[src/rtl/operand_read_stage.sv]
// Operand read stage: takes an issued uop, reads the register file, forwards result-bus values, emits an EX uop.
// Optional feature macro OPREAD_FWD_CNT_EN adds OUT_fwdCount, a count of operands sourced from result buses.

package operand_read_stage_pkg;
   localparam int SQN_W = 16;
   localparam int TAG_W = 7;

   typedef logic [SQN_W-1:0] SqN;
   typedef logic [TAG_W-1:0] Tag;

   typedef struct packed {
      logic [31:0] imm;
      logic [11:0] imm12;
      logic [5:0]  opcode;
      Tag          tagA;
      Tag          tagB;
      Tag          tagDst;
      SqN          sqN;
      logic [4:0]  fetchID;
      logic [2:0]  fetchOffs;
      SqN          storeSqN;
      SqN          loadSqN;
      logic [3:0]  fu;
      logic        compressed;
   } IS_UOp;

   typedef struct packed {
      logic [31:0] srcA;
      logic [31:0] srcB;
      logic [31:0] imm;
      logic [11:0] imm12;
      logic [5:0]  opcode;
      Tag          tagDst;
      SqN          sqN;
      logic [4:0]  fetchID;
      logic [2:0]  fetchOffs;
      SqN          storeSqN;
      SqN          loadSqN;
      logic [3:0]  fu;
      logic        compressed;
   } EX_UOp;

   typedef struct packed {
      Tag          tagDst;
      logic [31:0] result;
   } RES_UOp;

   typedef struct packed {
      logic taken;
      SqN   sqN;
   } BranchProv;

   typedef struct packed {
      logic        hit;
      logic [31:0] value;
   } FwdHit;
endpackage

module operand_read_stage
   import operand_read_stage_pkg::*;
#(
   parameter int RESULT_BUS_COUNT = 4,
   parameter int NUM_OPERANDS     = 2
) (
   input  logic                              clk,
   input  logic                              rst,
   input  logic                              IN_stall,
   output logic                              OUT_stall,
   input  BranchProv                         IN_branch,
   input  logic                              IN_uopValid,
   input  IS_UOp                             IN_uop,
   output logic [1:0]                        OUT_rfReadValid,
   output logic [1:0][5:0]                   OUT_rfReadAddr,
   input  logic [1:0][31:0]                  IN_rfReadData,
   input  logic [RESULT_BUS_COUNT-1:0]       IN_resultValid,
   input  RES_UOp [RESULT_BUS_COUNT-1:0]     IN_resultUOp,
   output logic                              OUT_valid,
   output EX_UOp                             OUT_uop
`ifdef OPREAD_FWD_CNT_EN
   ,
   output logic [31:0]                       OUT_fwdCount
`endif
);

   localparam logic [1:0] USE_OP = (NUM_OPERANDS > 1) ? 2'b11 : 2'b01;

   // Wrap-around age compare: a is younger than b when the signed difference is positive.
   function automatic logic isYounger(input SqN a, input SqN b);
      SqN diff;
      diff = a - b;
      return $signed(diff) > 0;
   endfunction

   function automatic logic isKilled(input SqN s, input BranchProv br);
      return br.taken && isYounger(s, br.sqN);
   endfunction

   function automatic FwdHit findBus(input Tag tag,
                                     input logic [RESULT_BUS_COUNT-1:0] busValid,
                                     input RES_UOp [RESULT_BUS_COUNT-1:0] busUop);
      FwdHit h;
      h = '0;
      // Scan downwards so the lowest matching bus index is the one that sticks.
      for (int j = RESULT_BUS_COUNT - 1; j >= 0; j--) begin
         if (busValid[j] && !tag[6] && busUop[j].tagDst == tag) begin
            h.hit   = 1'b1;
            h.value = busUop[j].result;
         end
      end
      return h;
   endfunction

   function automatic logic [31:0] specialValue(input Tag tag);
      return {{26{tag[5]}}, tag[5:0]};
   endfunction

   Tag   [1:0]        inTag;
   Tag   [1:0]        rTag;
   FwdHit [1:0]       accHit;
   FwdHit [1:0]       rHit;
   logic [1:0][31:0]  opVal;
   logic [1:0]        opBus;

   logic              rValid;
   logic              rFirst;
   IS_UOp             rUop;
   logic [1:0]        rFwdPend;
   logic [1:0][31:0]  rFwdVal;
   logic [1:0][31:0]  rSrc;
   logic [1:0]        rSrcBus;

   logic              oValid;
   EX_UOp             oUop;
   EX_UOp             exNext;

   logic              oReady;
   logic              rKill;
   logic              oKill;
   logic              inKill;
   logic              accept;
   logic              rLeave;

   assign inTag = {IN_uop.tagB, IN_uop.tagA};
   assign rTag  = {rUop.tagB, rUop.tagA};

   assign oReady    = !oValid || !IN_stall;
   assign OUT_stall = rValid && oValid && IN_stall;
   assign inKill    = isKilled(IN_uop.sqN, IN_branch);
   assign rKill     = isKilled(rUop.sqN, IN_branch);
   assign oKill     = isKilled(oUop.sqN, IN_branch);
   assign accept    = IN_uopValid && !OUT_stall && !inKill;
   assign rLeave    = rValid && oReady;

   // NOTE: every variable written here gets a default first, so no latch is inferred.
   always_comb begin
      OUT_rfReadValid = '0;
      OUT_rfReadAddr  = '0;
      accHit          = '0;
      for (int k = 0; k < 2; k++) begin
         if (USE_OP[k]) begin
            OUT_rfReadValid[k] = IN_uopValid && !inTag[k][6];
            OUT_rfReadAddr[k]  = inTag[k][5:0];
            accHit[k]          = findBus(inTag[k], IN_resultValid, IN_resultUOp);
         end
      end
   end

   // First R cycle resolves operands; afterwards the frozen copy is used with no further snooping.
   always_comb begin
      opVal = '0;
      opBus = '0;
      rHit  = '0;
      for (int k = 0; k < 2; k++) begin
         if (USE_OP[k]) begin
            rHit[k] = findBus(rTag[k], IN_resultValid, IN_resultUOp);
            if (!rFirst) begin
               opVal[k] = rSrc[k];
               opBus[k] = rSrcBus[k];
            end else if (rTag[k][6]) begin
               opVal[k] = specialValue(rTag[k]);
            end else if (rHit[k].hit) begin
               opVal[k] = rHit[k].value;
               opBus[k] = 1'b1;
            end else if (rFwdPend[k]) begin
               opVal[k] = rFwdVal[k];
               opBus[k] = 1'b1;
            end else begin
               opVal[k] = IN_rfReadData[k];
            end
         end
      end
   end

   always_comb begin
      exNext            = '0;
      exNext.srcA       = opVal[0];
      exNext.srcB       = opVal[1];
      exNext.imm        = rUop.imm;
      exNext.imm12      = rUop.imm12;
      exNext.opcode     = rUop.opcode;
      exNext.tagDst     = rUop.tagDst;
      exNext.sqN        = rUop.sqN;
      exNext.fetchID    = rUop.fetchID;
      exNext.fetchOffs  = rUop.fetchOffs;
      exNext.storeSqN   = rUop.storeSqN;
      exNext.loadSqN    = rUop.loadSqN;
      exNext.fu         = rUop.fu;
      exNext.compressed = rUop.compressed;
   end

   // NOTE: sequential state is written with non-blocking assignments only.
   always_ff @(posedge clk) begin
      if (rst) begin
         rValid <= 1'b0;
         oValid <= 1'b0;
      end else begin
         if (accept)
            rValid <= 1'b1;
         else if (rLeave || rKill)
            rValid <= 1'b0;

         // A held O entry survives unless the flush kills it, even while stalled.
         if (oValid && IN_stall)
            oValid <= !oKill;
         else
            oValid <= rValid && !rKill;
      end
   end

   // NOTE: payload registers carry no reset; only the valid bits define pipeline state.
   always_ff @(posedge clk) begin
      if (accept) begin
         rUop   <= IN_uop;
         rFirst <= 1'b1;
         for (int k = 0; k < 2; k++) begin
            rFwdPend[k] <= accHit[k].hit;
            rFwdVal[k]  <= accHit[k].value;
         end
      end else if (rFirst) begin
         rFirst  <= 1'b0;
         rSrc    <= opVal;
         rSrcBus <= opBus;
      end

      if (oReady)
         oUop <= exNext;
   end

   assign OUT_valid = oValid;
   assign OUT_uop   = oUop;

`ifdef OPREAD_FWD_CNT_EN
   logic [31:0] fwdCount;

   always_ff @(posedge clk) begin
      if (rst)
         fwdCount <= '0;
      else if (rLeave && !rKill)
         fwdCount <= fwdCount + 32'(opBus[0]) + 32'(opBus[1]);
   end

   assign OUT_fwdCount = fwdCount;
`endif

endmodule

[config.mk]
export PLATFORM = sky130hd
export DESIGN_NAME = operand_read_stage
export DESIGN_NICKNAME = d
export VERILOG_FILES = /design/src/rtl/operand_read_stage.sv
export SDC_FILE = /design/constraint.sdc
export NUM_CORES = 1
export LEC_CHECK = 0
export BUFFER_PORTS_ARGS = -buffer_cell sky130_fd_sc_hd__buf_2
export CAP_MARGIN = 20
export CORE_ASPECT_RATIO = 1.5
export CORE_MARGIN = 2
export CORE_UTILIZATION = 46
export DETAILED_ROUTE_END_ITERATION = 16
export PLACE_DENSITY_LB_ADDON = 0.2
export SETUP_SLACK_MARGIN = 0.02
export SKIP_CTS_REPAIR_TIMING = 1
export SYNTH_ARGS = -nofsm -noshare
export SYNTH_HDL_FRONTEND = slang
export SYNTH_SLANG_ARGS = --single-unit
[constraint.sdc]
create_clock -name clk -period 20.4 [get_ports clk]
set_input_delay 2.04 -clock clk [delete_from_list [all_inputs] [get_ports clk]]
set_output_delay 2.04 -clock clk [all_outputs]
set_load 0.005 [all_outputs]
Yosys cells after proc, flatten, opt, wreduce, memory -nomap -nowiden
Cells that the tools add are included.
{"block": "word_totals", "ff_bits": 447, "out_inout_bits": 198, "input_bits": 377, "wordCells": 146}
{"block": "classes", "muxes": 28, "add_sub_neg": 3, "magnitude_cmp": 3, "reduce_logical": 60, "n_eq_ne": 16, "n_bitwise": 1}
{"cell": "32-bit two-way mux", "count": 14}
{"cell": "33-bit two-way mux", "count": 10}
{"cell": "7-bit equality test", "count": 16}
{"cell": "16-bit by 1-bit > comparator with 1-bit output, second input constant", "count": 3}
{"cell": "16-bit subtractor", "count": 3}
{"cell": "1-bit logical AND", "count": 44}
{"cell": "1-bit logical NOT", "count": 10}
{"cell": "3-bit OR reduction", "count": 2}
{"cell": "1-bit two-way mux", "count": 4}
{"cell": "1-bit logical OR", "count": 2}
{"cell": "2-bit AND reduction", "count": 1}
{"cell": "2-bit nonzero test", "count": 1}
{"cell": "1-bit inverter", "count": 1}

Longest topological paths before layout
Gate-level depths: netlist of run 1.
{"block": "logic_depth", "word_depth": 10, "mapped_depth": 12, "depth_no_buf": 12}

Worst setup path after synthesis of run 1
No wires, ideal clock.
{"block": "synth_path", "kind": "input port to flip-flop", "start": "input IN_uop[45] in the netlist's numbering", "end": "register rFirst", "slack_ps": 730, "setup_ps": 1617, "path_buffers": 0, "path_stages": 11, "t_required_ps": 18783, "t_arrival_ps": 18054, "path_cell_list": "inv_1 -> ha_1 -> fa_1 -> nand2_1 -> a221o_1 -> or4_1 -> nor4_1 -> nand4_1 -> nand4b_1 -> or2_2 -> o21ai_0"}
{"block": "synth_via", "elab_chain_cells": 6}
{"item": "from (decl)", "line_no": "71", "source": "input IS_UOp IN_uop,"}
{"item": "16-bit subtractor", "line_no": "90", "source": "diff = a - b;"}
{"item": "16-bit by 1-bit > comparator with 1-bit output", "line_no": "91", "source": "return $signed(diff) > 0;"}
{"item": "1-bit logical AND", "line_no": "95", "source": "return br.taken && isYounger(s, br.sqN);"}
{"item": "1-bit logical NOT", "line_no": "151", "source": "assign accept = IN_uopValid && !OUT_stall && !inKill;"}
{"item": "1-bit logical AND", "line_no": "151"}
{"item": "via accept", "line_no": "140", "source": "logic accept;"}
{"item": "1-bit two-way mux", "line_no": "232", "source": "if (accept) begin"}
{"item": "to (signal assigned)", "line_no": "234", "source": "rFirst <= 1'b1;"}
{"item": "to (signal assigned)", "line_no": "240", "source": "rFirst <= 1'b0;"}
{"item": "to (decl)", "line_no": "125", "source": "logic rFirst;"}
The timed path passes the listed nets, and every way through them passes these cells.
A chain may end at the register's enable or synchronous reset.

Worst setup path in the final report of run 1
{"block": "layout_path", "start": "input IN_branch[0] in the netlist's numbering", "end": "register rUop, in the netlist exNext[7] (enable)"}
{"block": "layout_via", "elab_chain_cells": 5}
{"item": "from (decl)", "line_no": "69", "source": "input BranchProv IN_branch,"}
{"item": "16-bit subtractor", "line_no": "90"}
{"item": "16-bit by 1-bit > comparator with 1-bit output", "line_no": "91"}
{"item": "1-bit logical AND", "line_no": "95"}
{"item": "1-bit logical NOT", "line_no": "151"}
{"item": "1-bit logical AND", "line_no": "151"}
{"item": "via accept", "line_no": "140"}
{"item": "to (signal assigned)", "line_no": "233", "source": "rUop <= IN_uop;"}
{"item": "to (decl)", "line_no": "126", "source": "IS_UOp rUop;"}
The timed path passes the listed nets, and every way through them passes these cells.

==> out/results.tsv, run 1 <==
stage	metric	value	unit
run_status	status	finished clean	
worst_setup_path	CP Class	primary input to flip-flop	
sta	Worst Max-Slew Pin Slew	1.09	ns
floorplanning	die extent in x	189	um
sta	Final Slew Violations	0	
clocking	worst skew pair latency	0.57	ns
worst_setup_path	max incr delay on CP	0.80	ns
detailed_routing	via-per-instance ratio	6.08	
detailed_routing	post-route ant nets	0	
clocking	clock transition at the registers of the reported paths	0.06	ns
sta	Setup Total Neg Slack	0	ns
clocking	CTS Root Cell	clkbuf_16	
placed_design	Final GP Congestion	0.927	
global_route	vias in the first global route	19900	
placed_design	DP HPWL	58700	um
floorplanning	Rows	101	
synth	area fraction of the dominant cell type after synthesis	0.564	
clocking	H-tree levels	2	
detailed_routing	DRT Wirelength	84400	um
synth	mean post-synth cell area	11.3	um2
cells_and_area	Finished Layout Cells	3284	
synth	Net Count, Synth	2510	
placed_design	Post-Place Worst Slack	12.73	ns
worst_setup_path	CP dominant cell by count	buf_4	
worst_setup_path	crit start category	primary input	
synth	Yosys reg bits	447	
sta	unrepaired setup endpoints after global routing	false	
cells_and_area	Multi-input gate area	9270	um2
worst_setup_path	worst endpoint data arrival time	7.28	ns
worst_setup_path	Crit path required time	20.59	ns
worst_setup_path	Setup crit end kind	flip-flop	
floorplanning	I/O Pins	575	
floorplanning	Core Box Area	50700	um2
synth	sequential share of the synthesized area	0.566	
clocking	CTS tree	done	
pwr	maximum vdd drop	0.0595	mV
sta	final hold vios	0	
cells_and_area	design area	28500	um2
floorplanning	die area	53300	um2
synth	top cells by area, synth	edfxtp_1 (56%), mux2i_1 (3.3%), a21oi_1 (3.2%), xnor2_1 (2.8%), nand2_1 (2.5%)	
sta	part of the cycle the worst path needs	0.347	
worst_setup_path	Buf+Inv Stages, Crit Path	3	
placed_design	placed cell count	3187	
detailed_routing	WL/cell	25.7	um
global_route	global-route wire length before repair	123000	um
pwr	Static Leakage	0.0110	uW
clocking	# clock sinks	447	
synth	cell count after synthesis	2085	
sta	Worst Slack Setup Final	13.32	ns
synth	Primary FF master, synth	edfxtp_1	
worst_setup_path	Worst Reg-to-Reg Cells	10	
cells_and_area	Filler cells	4389	
floorplanning	die height	282	um
worst_setup_path	Critical Path, Cell by Cell	buf_2 -> ha_1 -> fa_1 -> nor2b_1 -> nor2_1 -> o311ai_0 -> a41oi_1 -> o2111ai_1 -> o31ai_1 -> or2_2 -> o21ai_4 -> buf_4 -> buf_4	
synth	EDFF count, synth	444	
detailed_routing	1st-pass router iterations	8	
worst_setup_path	Stages on worst setup path	13	
floorplanning	initial core utilization	0.467	
placed_design	PortBufs	574	
worst_setup_path	family with the most delay on the worst path	compound AO/OA/AOI/OAI gates	
sta	crit path time final	7.08	ns
run	maxcap violations	0	
sta	# setup viols final	0	
worst_setup_path	Max FO, Critical Path	60	
synth	Syn. warnings	0	
worst_setup_path	Critical-path top delay cell	o21ai_4	
synth	synthesized area	23700	um2
cells_and_area	Area Overhead vs Synth	20.5	%
global_route	initial antenna violation count	23	
placed_design	DP Area	27000	um2
cells_and_area	fraction of layout cells with a size suffix above 1	0.302	
cells_and_area	sequential standard cell area	13400	um2
global_route	grt ovf	0	
detailed_routing	initial drt markers	1846	
min_path	Hold Path Class	flip-flop to flip-flop	
synth	post-synthesis async set-or-reset flop share	0	
detailed_routing	Vias	20000	
cells_and_area	Final nets	2990	
detailed_routing	DRC	0	
clocking	buffer depth of the longest clock path	3	
global_route	Total Routing Usage GR	0.307	
sta	worst relative slew slack	0.275	
pwr	Power per Cell Area	82.0	nW/um2
sta	Setup Skew	0.0156	ns
synth	post-synthesis cell type count	73	
sta	Max Fclk	141	MHz
global_route	largest net degree at the start of global routing	78	
synth	Synth area leader	edfxtp_1	
min_path	Worst Hold Depth	0	
clocking	cts bufs inserted	44	
-- layout by cell type (no fill, tap or decap), types with 14 or more instances in the layout --
| master | netlist | final |
|---|---|---|
| a2111oi_0 | 36 | 36 |
| nand2_1 | 156 | 155 |
| o211ai_1 | 15 | 15 |
| xnor2_1 | 75 | 75 |
| nor2_1 | 125 | 125 |
| a21oi_1 | 152 | 152 |
| diode_2 | 0 | 15 |
| mux2_2 | 49 | 49 |
| nand4_1 | 21 | 21 |
| buf_4 | 12 | 34 |
| edfxtp_1 | 444 | 444 |
| clkbuf_16 | 0 | 44 |
| inv_1 | 101 | 101 |
| o31a_1 | 22 | 22 |
| o21ai_0 | 105 | 102 |
| xor2_1 | 32 | 32 |
| a211oi_1 | 26 | 26 |
| buf_2 | 7 | 574 |
| mux2i_1 | 78 | 78 |
| nor2b_1 | 14 | 14 |
| nor3_1 | 53 | 43 |
| nand3_1 | 78 | 78 |
| nand2b_1 | 15 | 15 |
| nor4_1 | 34 | 29 |
| o22ai_1 | 54 | 54 |
| ha_1 | 45 | 45 |
| a221oi_2 | 29 | 29 |
| a22oi_1 | 14 | 14 |
-- power by group --
part	switching [uW]	total [uW]	internal, uW	leakage [uW]
combinational	221	361	140	0.00576
clock	370	823	453	0.000687
sequential	37.6	1150	1110	0.00453
total	629	2340	1710	0.0110
-- final timing paths --
check | slack (ns) | to | startpoint
max | 13.32 | exNext[7]$_DFFE_PP_ | IN_branch[0]
min | 0.41 | OUT_uop[35]$_DFFE_PN_ | exNext[35]$_DFFE_PP_
max reg2reg | 15.36 | exNext[7]$_DFFE_PP_ | OUT_valid$_SDFF_PP0_
min reg2reg | 0.41 | OUT_uop[35]$_DFFE_PN_ | exNext[35]$_DFFE_PP_
-- cell usage after synthesis, types with 6 or more instances --
| library cell | n |
|---|---|
| o22ai_1 | 54 |
| nand4_1 | 21 |
| a22oi_1 | 14 |
| a31oi_1 | 12 |
| xnor2_1 | 75 |
| nand2_1 | 156 |
| o31a_1 | 22 |
| ha_1 | 45 |
| buf_2 | 7 |
| a2111oi_0 | 36 |
| nand3_1 | 78 |
| o211ai_1 | 15 |
| nor2b_1 | 14 |
| nor3_1 | 53 |
| nor2_1 | 125 |
| a21oi_1 | 152 |
| nor4_1 | 34 |
| or4_1 | 8 |
| nand2b_1 | 15 |
| o21a_1 | 8 |
| clkbuf_1 | 137 |
| or3_1 | 8 |
| xor2_1 | 32 |
| o31ai_1 | 8 |
| mux2i_1 | 78 |
| inv_1 | 101 |
| buf_4 | 12 |
| buf_1 | 16 |
| o221ai_1 | 10 |
| edfxtp_1 | 444 |
| a211oi_1 | 26 |
| mux2_2 | 49 |
| a221oi_2 | 29 |
| o21ai_0 | 105 |
| a21o_1 | 6 |
-- cells by family (layout without fill, tap and decap cells) --
kind of cell,after synthesis,count (layout),share of synthesized area
buffers and inverters,278,793,0.0473
XOR/XNOR,107,107,0.0396
flip-flops,447,447,0.566
adder cells (fa/ha/maj),48,48,0.0263
AND/OR/NAND/NOR,540,540,0.109
multiplexers,127,127,0.0563
AO/OA/AOI/OAI,538,538,0.155
other,0,15,0
-- metrics by stage --
stage / hold slack [ns] / power, uW / utilization
after global placement: 0.400 / 1520 / 0.533
after floorplan: 0.400 / 1360 / -
final: 0.410 / 2340 / 0.562
after CTS: 0.411 / 2340 / 0.561
after detailed placement: 0.405 / 1530 / 0.533
after global routing: 0.419 / 2410 / 0.562
-- final cells by class --
| cell class | count | share of cell area |
|---|---|---|
| clock inverters | 28 | 0.0100 |
| multi-input cells | 1360 | 0.325 |
| clock buffers | 53 | 0.0398 |
| flip-flops and latches | 447 | 0.470 |
| inverters | 103 | 0.0136 |
| diodes | 15 | 0.00132 |
| repair buffers | 609 | 0.111 |
| well taps | 669 | 0.0294 |
-- flip-flops by register name (all words and copies together), names as in the netlist --
name       count
OUT_uop      182
exNext       118
rFwdVal       64
rSrc          64
rTag          14
rFwdPend       2
OUT_valid      1
rFirst         1
rValid         1
-- routing by layer --
layer	up-vias	track usage	wire length, um
met5	-	0	138
met4	26	0.153	4460
met3	269	0.0619	7580
met2	1235	0.534	41900
met1	9572	0.362	30300
li1	8849	-	-
-- worst register-to-register path: stages (launching register included) --
cell and delay (ns):
dfxtp_1 0.36, nand3_1 0.14, nand2_1 0.11, or4_1 0.55
nor4_1 0.32, nand4_1 0.17, nand4b_1 0.27, or2_2 0.36
o21ai_4 0.81, buf_4 0.79, buf_4 0.74
Note: power is estimated with default switching activity, not from simulation.
==> inputs of run 2 (changes only) <==
clock period = 6.65 ns   (was 20.4 ns; I/O delays follow)
==> run 2 against run 1 <==
Compared with the run above: first-iteration DRC count increased by 6.0%; sequential share of layout area is 0.21 points lower; clock skew is 0.0015 ns higher; count of clock-buffer cells in the layout down 4; critical path type unchanged.
==> out/results.tsv, run 2 (synthesis gave the netlist of run 1 again) <==
stage	metric	value	unit	change
detailed_routing	DRT Wirelength	84600	um	was 84,400 um
sta	Max Fclk	226	MHz	
clocking	cts bufs inserted	43		was 44
cells_and_area	Finished Layout Cells	3291		was 3,284
clocking	buffer depth of the longest clock path	3		unchanged
detailed_routing	post-route ant nets	0		unchanged
detailed_routing	DRC	0		unchanged
placed_design	Final GP Congestion	0.899		was 0.927
detailed_routing	initial drt markers	1956		was 1,846
clocking	worst skew pair latency	0.57	ns	about the same
sta	unrepaired setup endpoints after global routing	false		unchanged
detailed_routing	via-per-instance ratio	6.00		was 6.08
run_status	status	finished clean		unchanged
sta	Setup Skew	0.0171	ns	was 0.0156 ns
cells_and_area	commonest non-fill, non-tap cells in the layout	buf_2 (574), edfxtp_1 (444), nand2_1 (155)		unchanged
worst_setup_path	worst endpoint data arrival time	4.67	ns	was 7.28 ns
global_route	global-route wire length before repair	122000	um	was 123,000 um
cells_and_area	most common cell after layout, fill and taps aside	buf_2		unchanged
global_route	Total Routing Usage GR	0.308		was 0.307
clocking	CTS Root Cell	clkbuf_16		unchanged
worst_setup_path	Crit path required time	6.89	ns	was 20.59 ns
sta	final hold vios	0		unchanged
placed_design	DP Area	27200	um2	was 27,000 um2
floorplanning	die extent in x	189	um	unchanged
floorplanning	Core Box Area	50700	um2	unchanged
worst_setup_path	crit start category	primary input		unchanged
clocking	clock transition at the registers of the reported paths	0.06	ns	about the same
sta	worst relative slew slack	0.181		was 0.275
global_route	vias in the first global route	19500		was 19,900
clocking	# clock sinks	447		unchanged
cells_and_area	fraction of layout cells with a size suffix above 1	0.305		was 0.302
worst_setup_path	CP Class	primary input to flip-flop		unchanged
global_route	grt ovf	0		unchanged
sta	Setup Total Neg Slack	0	ns	unchanged
placed_design	DP HPWL	60200	um	was 58,700 um
floorplanning	I/O Pins	575		unchanged
sta	Hold WS	0.277	ns	was 0.410 ns
cells_and_area	max reg flops	182		unchanged
sta	Final Slew Violations	0		unchanged
sta	part of the cycle the worst path needs	0.665		
floorplanning	die area	53300	um2	unchanged
detailed_routing	1st-pass router iterations	6		was 8
sta	Worst Max-Slew Pin Slew	1.20	ns	was 1.09 ns
pwr	maximum vdd drop	0.210	mV	was 0.0595 mV
sta	# setup viols final	0		unchanged
pwr	Static Leakage	0.0110	uW	about the same
floorplanning	initial core utilization	0.467		unchanged
global_route	largest net degree at the start of global routing	77		was 78
cells_and_area	design area	28600	um2	was 28,500 um2
clocking	H-tree levels	2		unchanged
worst_setup_path	Setup crit end kind	flip-flop		unchanged
sta	crit path time final	4.42	ns	
run	maxcap violations	0		unchanged
placed_design	placed cell count	3197		was 3,187
cells_and_area	Area Overhead vs Synth	21.1	%	was 20.5%
detailed_routing	Vias	19800		was 20,000
worst_setup_path	Max FO, Critical Path	18		was 60
pwr	Power per Cell Area	249	nW/um2	was 82.0 nW/um2
placed_design	PortBufs	574		unchanged
min_path	Hold Path Class	primary input to flip-flop		was flip-flop to flip-flop
global_route	initial antenna violation count	15		was 23
cells_and_area	Final nets	3000		was 2,990
floorplanning	die height	282	um	unchanged
floorplanning	Rows	101		unchanged
clocking	CTS tree	done		unchanged
detailed_routing	WL/cell	25.7	um	about the same
[run 2: final cells by class]
cell class,instances,area (um2)
Clock inverter,30,285
Sequential cell,447,13400
Multi-Input combinational cell,1360,9270
Inverter,103,387
Antenna cell,13,32.5
Fill cell,4376,22000
Tap cell,669,837
Timing Repair Buffer,620,3330
Clock buffer,49,1100
[run 2: per-layer routing]
| metal | up-vias | part of all wire | global-route usage |
|---|---|---|---|
| met5 | - | 0.00043 | 0 |
| met4 | 6 | 0.051 | 0.155 |
| met3 | 250 | 0.083 | 0.0500 |
| met2 | 1194 | 0.50 | 0.538 |
| met1 | 9423 | 0.36 | 0.367 |
| li1 | 8881 | - | - |
[run 2: worst paths after layout]
check / from / end / slack [ns] / depth (start not counted)
setup / recovery: IN_branch[0] / exNext[112]$_DFFE_PP_ / 2.23 / 13
hold / removal: IN_uop[125] / exNext[111]$_DFFE_PP_ / 0.28 / 1
setup reg to reg: rTag[6]$_DFFE_PP_ / OUT_uop[159]$_DFFE_PN_ / 2.27 / 10
hold reg to reg: exNext[37]$_DFFE_PP_ / OUT_uop[37]$_DFFE_PN_ / 0.41 / 0
[run 2: where the power goes]
group / leakage [uW] / internal (uW) / switching [uW]
clock: 0.000656 / 1360 / 1100
combinational: 0.00585 / 446 / 686
sequential: 0.00453 / 3420 / 119
total: 0.0110 / 5220 / 1900
[run 2: worst max-delay path: stages]
cell and delay, ns:
buf_2 0.12, ha_1 0.21, fa_1 0.38, nor2b_1 0.32, nor2_1 0.11, o311ai_0 0.69
a41oi_1 0.33, o2111ai_1 0.27, o31ai_1 0.11, or2_2 0.35, o21ai_4 0.55, buf_16 0.23
buf_4 0.28
[run 2: metrics by stage]
step | utilization | power, uW | setup slack (ns)
after floorplan | - | 4130 | 0.140
after global placement | 0.536 | 4690 | 1.45
after detailed placement | 0.536 | 4720 | 1.69
after CTS | 0.564 | 7160 | 2.23
after global routing | 0.565 | 7360 | 2.02
final | 0.565 | 7120 | 2.23
